**src/rtl/spi_ram_param_if.sv**
```systemverilog
// ---------------------------------------------------------------------------
// spi_ram_param_if
// Command/response bundle between the SPI slave shift stages and the RAM.
//   din      : command word {cmd[1:0], payload[DATA_W-1:0]} from the rx side
//   rx_valid : din valid this cycle
//   dout     : read data returned to the tx side
//   tx_valid : one-cycle strobe, dout valid
//   addr_err : one-cycle strobe, an address load was rejected
// master = SPI slave shift logic (drives commands), slave = RAM block.
// ---------------------------------------------------------------------------
interface spi_ram_param_if #(
    parameter int DATA_W = 8
);
    logic [DATA_W+1:0] din;
    logic              rx_valid;
    logic [DATA_W-1:0] dout;
    logic              tx_valid;
    logic              addr_err;

    modport master (
        output din,
        output rx_valid,
        input  dout,
        input  tx_valid,
        input  addr_err
    );

    modport slave (
        input  din,
        input  rx_valid,
        output dout,
        output tx_valid,
        output addr_err
    );
endinterface

```
**src/rtl/spi_ram_param.sv**
```systemverilog
// ---------------------------------------------------------------------------
// spi_ram_param
// Parametrised single-port RAM behind the SPI slave command interface.
// Decodes {cmd, payload} words, keeps independent write/read pointers with
// optional auto-increment (wrapping at MEM_DEPTH-1) and returns read data one
// cycle after the RD_DATA command with a tx_valid strobe.
//   clk : rising-edge clock
//   rst : asynchronous active-high reset (memory contents are kept)
//   bus : slave side of spi_ram_param_if (din/rx_valid in, dout/tx_valid/
//         addr_err out)
// Stage 1 decodes and accesses memory, stage 2 is the output register.
// ---------------------------------------------------------------------------
module spi_ram_param #(
    parameter int DATA_W    = 8,
    parameter int ADDR_W    = 8,
    parameter int MEM_DEPTH = 256,
    parameter int AUTO_INC  = 1
) (
    input  logic           clk,
    input  logic           rst,
    spi_ram_param_if.slave bus
);
    // Memory index only needs enough bits to span MEM_DEPTH.
    localparam int                IDX_W     = (MEM_DEPTH > 1) ? $clog2(MEM_DEPTH) : 1;
    localparam logic [ADDR_W:0]   DEPTH_EXT = (ADDR_W + 1)'(MEM_DEPTH);
    localparam logic [ADDR_W-1:0] LAST_PTR  = ADDR_W'(MEM_DEPTH - 1);

    typedef enum logic [1:0] {
        CMD_WR_ADDR = 2'b00,
        CMD_WR_DATA = 2'b01,
        CMD_RD_ADDR = 2'b10,
        CMD_RD_DATA = 2'b11
    } cmd_e;

    logic [DATA_W-1:0] mem [MEM_DEPTH];

    logic [ADDR_W-1:0] wr_ptr_q, wr_ptr_d;
    logic [ADDR_W-1:0] rd_ptr_q, rd_ptr_d;
    logic [DATA_W-1:0] rd_data_q, rd_data_d;
    logic              rd_pend_q, rd_pend_d;
    logic [DATA_W-1:0] dout_q, dout_d;
    logic              tx_valid_q, tx_valid_d;
    logic              addr_err_q, addr_err_d;

    cmd_e              cmd_s;
    logic [DATA_W-1:0] payload_s;
    logic [ADDR_W-1:0] addr_s;
    logic              addr_ok_s;
    logic              mem_we_s;

    // Pointer advance with wrap at the last implemented word (not at 2**ADDR_W).
    function automatic logic [ADDR_W-1:0] next_ptr(input logic [ADDR_W-1:0] ptr);
        logic [ADDR_W-1:0] nxt;
        if (AUTO_INC == 0) begin
            nxt = ptr;
        end else if (ptr == LAST_PTR) begin
            nxt = {ADDR_W{1'b0}};
        end else begin
            nxt = ptr + ADDR_W'(1);
        end
        return nxt;
    endfunction

    assign cmd_s     = cmd_e'(bus.din[DATA_W+1:DATA_W]);
    assign payload_s = bus.din[DATA_W-1:0];
    assign addr_s    = payload_s[ADDR_W-1:0];
    assign addr_ok_s = ({1'b0, addr_s} < DEPTH_EXT);

    // Command decode, pointer updates, read capture and output stage next-state.
    always_comb begin
        wr_ptr_d   = wr_ptr_q;
        rd_ptr_d   = rd_ptr_q;
        rd_data_d  = rd_data_q;
        rd_pend_d  = 1'b0;
        addr_err_d = 1'b0;
        mem_we_s   = 1'b0;
        tx_valid_d = rd_pend_q;
        // dout only changes when a captured read is presented.
        if (rd_pend_q) begin
            dout_d = rd_data_q;
        end else begin
            dout_d = dout_q;
        end

        if (bus.rx_valid) begin
            case (cmd_s)
                CMD_WR_ADDR: begin
                    if (addr_ok_s) begin
                        wr_ptr_d = addr_s;
                    end else begin
                        addr_err_d = 1'b1;
                    end
                end
                CMD_WR_DATA: begin
                    mem_we_s = 1'b1;
                    wr_ptr_d = next_ptr(wr_ptr_q);
                end
                CMD_RD_ADDR: begin
                    if (addr_ok_s) begin
                        rd_ptr_d = addr_s;
                    end else begin
                        addr_err_d = 1'b1;
                    end
                end
                CMD_RD_DATA: begin
                    // A write from the previous cycle is already in mem here.
                    rd_data_d = mem[rd_ptr_q[IDX_W-1:0]];
                    rd_pend_d = 1'b1;
                    rd_ptr_d  = next_ptr(rd_ptr_q);
                end
                default: begin
                    addr_err_d = 1'b0;
                end
            endcase
        end else begin
            mem_we_s = 1'b0;
        end
    end

    // Memory array write port; contents survive reset.
    always_ff @(posedge clk) begin
        if (mem_we_s) begin
            mem[wr_ptr_q[IDX_W-1:0]] <= payload_s;
        end
    end

    // Control, pipeline and output registers.
    always_ff @(posedge clk or posedge rst) begin
        if (rst) begin
            wr_ptr_q   <= {ADDR_W{1'b0}};
            rd_ptr_q   <= {ADDR_W{1'b0}};
            rd_data_q  <= {DATA_W{1'b0}};
            rd_pend_q  <= 1'b0;
            dout_q     <= {DATA_W{1'b0}};
            tx_valid_q <= 1'b0;
            addr_err_q <= 1'b0;
        end else begin
            wr_ptr_q   <= wr_ptr_d;
            rd_ptr_q   <= rd_ptr_d;
            rd_data_q  <= rd_data_d;
            rd_pend_q  <= rd_pend_d;
            dout_q     <= dout_d;
            tx_valid_q <= tx_valid_d;
            addr_err_q <= addr_err_d;
        end
    end

    assign bus.dout     = dout_q;
    assign bus.tx_valid = tx_valid_q;
    assign bus.addr_err = addr_err_q;

endmodule

```
**src/flat_wrapper.sv**
```systemverilog
// flat-port wrapper written by rule: the top's interface ports become plain ports
module spi_ram_param_flat 
#(
    parameter int DATA_W    = 8,
    parameter int ADDR_W    = 8,
    parameter int MEM_DEPTH = 256,
    parameter int AUTO_INC  = 1
)
  (clk, rst, bus_din, bus_rx_valid, bus_dout, bus_tx_valid, bus_addr_err);
  spi_ram_param_if #(.DATA_W(DATA_W)) bus_i ();
  input  logic clk;
  input  logic rst;
  input wire logic [$bits(bus_i.din)-1:0] bus_din;
  input wire logic [$bits(bus_i.rx_valid)-1:0] bus_rx_valid;
  output wire logic [$bits(bus_i.dout)-1:0] bus_dout;
  output wire logic [$bits(bus_i.tx_valid)-1:0] bus_tx_valid;
  output wire logic [$bits(bus_i.addr_err)-1:0] bus_addr_err;
  assign bus_i.din = bus_din;
  assign bus_i.rx_valid = bus_rx_valid;
  assign bus_dout = bus_i.dout;
  assign bus_tx_valid = bus_i.tx_valid;
  assign bus_addr_err = bus_i.addr_err;
  spi_ram_param #(.DATA_W(DATA_W), .ADDR_W(ADDR_W), .MEM_DEPTH(MEM_DEPTH), .AUTO_INC(AUTO_INC)) u_core (.clk(clk), .rst(rst), .bus(bus_i));
endmodule
```
**config.mk**
```make
export PLATFORM = sky130hd
export DESIGN_NAME = spi_ram_param_flat
export DESIGN_NICKNAME = d
export VERILOG_FILES = /design/src/rtl/spi_ram_param_if.sv /design/src/rtl/spi_ram_param.sv /design/src/flat_wrapper.sv
export SDC_FILE = /design/constraint.sdc
export NUM_CORES = 2
export LEC_CHECK = 0
export ABC_AREA = 0
export BUFFER_PORTS_ARGS = -buffer_cell sky130_fd_sc_hd__buf_2
export CAP_MARGIN = 20
export CORE_ASPECT_RATIO = 0.8
export CORE_MARGIN = 2
export CORE_UTILIZATION = 55
export CTS_CLUSTER_SIZE = 30
export DETAILED_ROUTE_END_ITERATION = 8
export MAX_ROUTING_LAYER = met4
export PLACE_DENSITY = 0.78
export RECOVER_POWER = 100
export REMOVE_ABC_BUFFERS = 1
export SETUP_SLACK_MARGIN = 0.05
export SLEW_MARGIN = 10
export SYNTH_ARGS = -nofsm -noshare
export SYNTH_HDL_FRONTEND = slang
export SYNTH_SLANG_ARGS = --single-unit
```
**constraint.sdc**
```tcl
create_clock -name clk -period 6.71 [get_ports clk]
set_clock_uncertainty 0.1 [all_clocks]
set_input_delay 0 -clock clk [delete_from_list [all_inputs] [get_ports clk]]
set_output_delay 0 -clock clk [all_outputs]
set_load 0.03 [all_outputs]
```
==> flow_summary.toml <==
[setup_path]
cp_cell_sequence = "dlygate4sd3_1 > clkbuf_1 > clkbuf_2"
setup.worst_path.end_class = "flip-flop"
r2r_cells = 7
r2r_end = "u_core.rd_data_q[0]"
cp_max_fo = 93
r2r_start = "u_core.rd_ptr_q[0]"
worst-path-buf-inv = 3
rrSetupSlack_ps = 1290
start_kind = "input port"
crit_required_ps = 6990
cp_top_family = "buffers and inverters"
arrival_ps = 5910
critPathMaxStageDelay_ps = 3610
path_class = "in -> reg"
cp_slowest_cell = "clkbuf_1"

[route]
viasPerCell = 6.86
drcViolationCount = 0
avgRoutedWirePerCell_um = 32.7
firstDrtPassIters = 6
ant_nets = 0
drt_wl_total_mm = 205
vias = 43100
drt_iter0_markers = 7501

[power]
ir_drop_v = 0.000265
internal_power_mw = 21.4
leakage_nw = 28.0
switching_share_pct = 25.1
p_clk_share_pct = 36.8
seqPwrFrac_pct = 51.0
p_sw_mw = 7.15
comb_power_share_pct = 12.3
powerDensity_mw_per_mm2 = 319

[floorplanning]
initial_utilization_pct = 55.3
die_y_um = 348
core_area_mm2 = 0.147
die_w_um = 434
fp-row-count = 126
die-area_mm2 = 0.151
io_pins = 23

[synthesis]
synthFlopType = "edfxtp_1"
synth_cell_types = 66
async_reset_ff_share_pct = 1.63
synth_area_mm2 = 0.0815
synth-edff-count = 2048
synth_most_common_cell = "edfxtp_1"
synth-seq-area-share_pct = 76.5
synth_commonest_cells = "2048 x edfxtp_1, 381 x mux4_2, 316 x nor2_1"
synth.largest_area_cell = "edfxtp_1"
ys_ff_latch = 2082
netlist_instances = 4092
postSynthAreaPerCell_um2 = 19.9
synth_top_cell_area_share_pct = 75.4
synthTopCellsByArea = "edfxtp_1 75%, mux4_2 11%, mux2i_1 3.0%"
ys.warnings.count = 0

[run_status]
status = "complete, but fails checks"
violations = "capacitance limit, slew limit"

[cts]
cts_buffer_depth = 3
path_clk_slew_ps = 60
htreeDepth = 4
cts_tree = "built"
root_buffer = "clkbuf_16"
clock_sinks = 2082
numCtsBuffers = 183
clk_latency_ps = 830
post_cts_buffers = 0

[min_path]
hold_start = "bus_din[7]"
hold_end = "u_core.mem[30][7]"
whs_path_depth = 2
hp-class = "in -> reg"

[grt]
grt_pass1_wl_mm = 295
busiest_layer = "met1"
grtUsageTotal_pct = 28.0
overflow = 0
grtUsageMet3_pct = 9.24
use_met1_pct = 39.9
grt_max_degree = 201
met2_usage_pct = 38.5
first_global_vias = 41500
antenna_found_initial = 13

[sta]
setup_ws_ps = 1080
setup_viol = 0
hold_viol = 0
fin_tns_setup_ps = 0
rsz0062_at_grt = "no"
relSlewSlack_pct = -249
layout_min_cycle_time_ps = 5630
tightestPinTransition_ps = 5240
timing.fmax_mhz = 178
timing.final.crit_share_pct = 83.9
slew_viol_final = 1162

[cells_and_area]
syn2layout_area_growth_pct = 9.65
fin_area_mm2 = 0.0894
drive_gt1_share_pct = 17.4
final_nets = 4160

[placement]
dp_hpwl_mm = 121
gp_congestion = 0.943
place_ws_ps = 2160
post_dp_cell_area_mm2 = 0.0834
port_buffers = 21

[job]
maxCapViolations = 22
==> cells in the final DEF, fill, tap and decap left out, drive strengths merged, types with 48 or more instances in the layout <==
| master | netlist | final |
|---|---|---|
| a22oi | 48 | 48 |
| clkbuf | 97 | 268 |
| o22ai | 86 | 86 |
| mux4 | 396 | 396 |
| o221ai | 57 | 57 |
| clkinv | 0 | 83 |
| o21ai | 68 | 68 |
| a21oi | 61 | 61 |
| nand2 | 137 | 137 |
| buf | 147 | 52 |
| mux2i | 242 | 242 |
| nor2 | 316 | 316 |
| edfxtp | 2048 | 2048 |
==> worst max-delay path by stage <==
stage,start,endpoint,slack [ps],cells after the start
final,bus_din[3],u_core.mem[242][3],1080,3
after global routing,u_core.rd_ptr_q[0],u_core.rd_data_q[7],940,9
after CTS,u_core.rd_ptr_q[4],u_core.rd_ptr_q[7],2070,10
after detailed placement,u_core.rd_ptr_q[0],u_core.rd_data_q[5],2160,8
after global placement,u_core.rd_ptr_q[0],u_core.rd_data_q[7],1630,9
after floorplan,u_core.rd_ptr_q[0],u_core.rd_data_q[0],-15950,7
==> worst reg2reg max path, cell delays in order, from the launching register on <==
cell and delay, ps:
dfrtp_4 890, clkbuf_4 1420, mux4_2 870, mux2_1 350
o211ai_1 360, a21oi_1 290, nor4_1 750, o32ai_1 230
==> stage by stage <==
stage	hold slack (ps)	utilization, %	power [mW]	cells
6_report	258	60.7	28.6	6284
5_1_grt	280	60.6	29.2	6280
4_1_cts	133	60.7	28.5	6266
3_5_place_dp	65.2	56.6	18.2	5918
3_3_place_gp	64.7	56.6	18.1	5916
2_1_floorplan	-1.13	-	18.2	3848
==> power by group through the flow <==
stage | Clock [mW] | Combinational [mW] | Sequential [mW]
CTS | 10.5 | 3.41 | 14.5
detailed placement | 0 | 3.37 | 14.8
global placement | 0 | 3.32 | 14.8
floorplan | 0 | 3.10 | 15.1
finish | 10.5 | 3.50 | 14.6
global route | 11.0 | 3.61 | 14.6
==> state kept, by name, indices dropped and copies added (netlist names) <==
signal and flops:
u_core.wr_ptr_q 8, u_core.mem 2048, u_core.bus.tx_valid 1, u_core.rd_pend_q 1, u_core.rd_data_q 8, u_core.bus.dout 8, u_core.rd_ptr_q 8
==> cell families after synthesis <==
group,count (synthesis),synth area share (%)
adders and majority gates,5,0.0767
other,1,0.00460
DFF,2082,76.5
buffers and inverters,253,1.89
and+or+nand+nor,630,3.35
muxes,672,14.4
AOI/OAI and AO/OA,449,3.76
==> final cells by class <==
cell class	instances	area, µm²
diodes	12	30.0
clock buffers	228	4910
clock inverters	103	1020
fillers	9879	58000
inverters	9	35.0
multi-input cells	1757	17700
flip-flops and latches	2082	62400
well taps	1984	2480
repair buffers	109	880
==> routing by layer <==
metal,wire [µm],share of wire (%)
met1,77800,38
met2,90300,44
met3,29900,15
met4,7200,3.5
met5,0,0
==> what timing repair did <==
action                    4_1_cts  5_1_grt
gates resized for setup         0        0
hold buffers                   17        0
hold endpoints to repair      777        0
(Power assumes the default switching activity.)
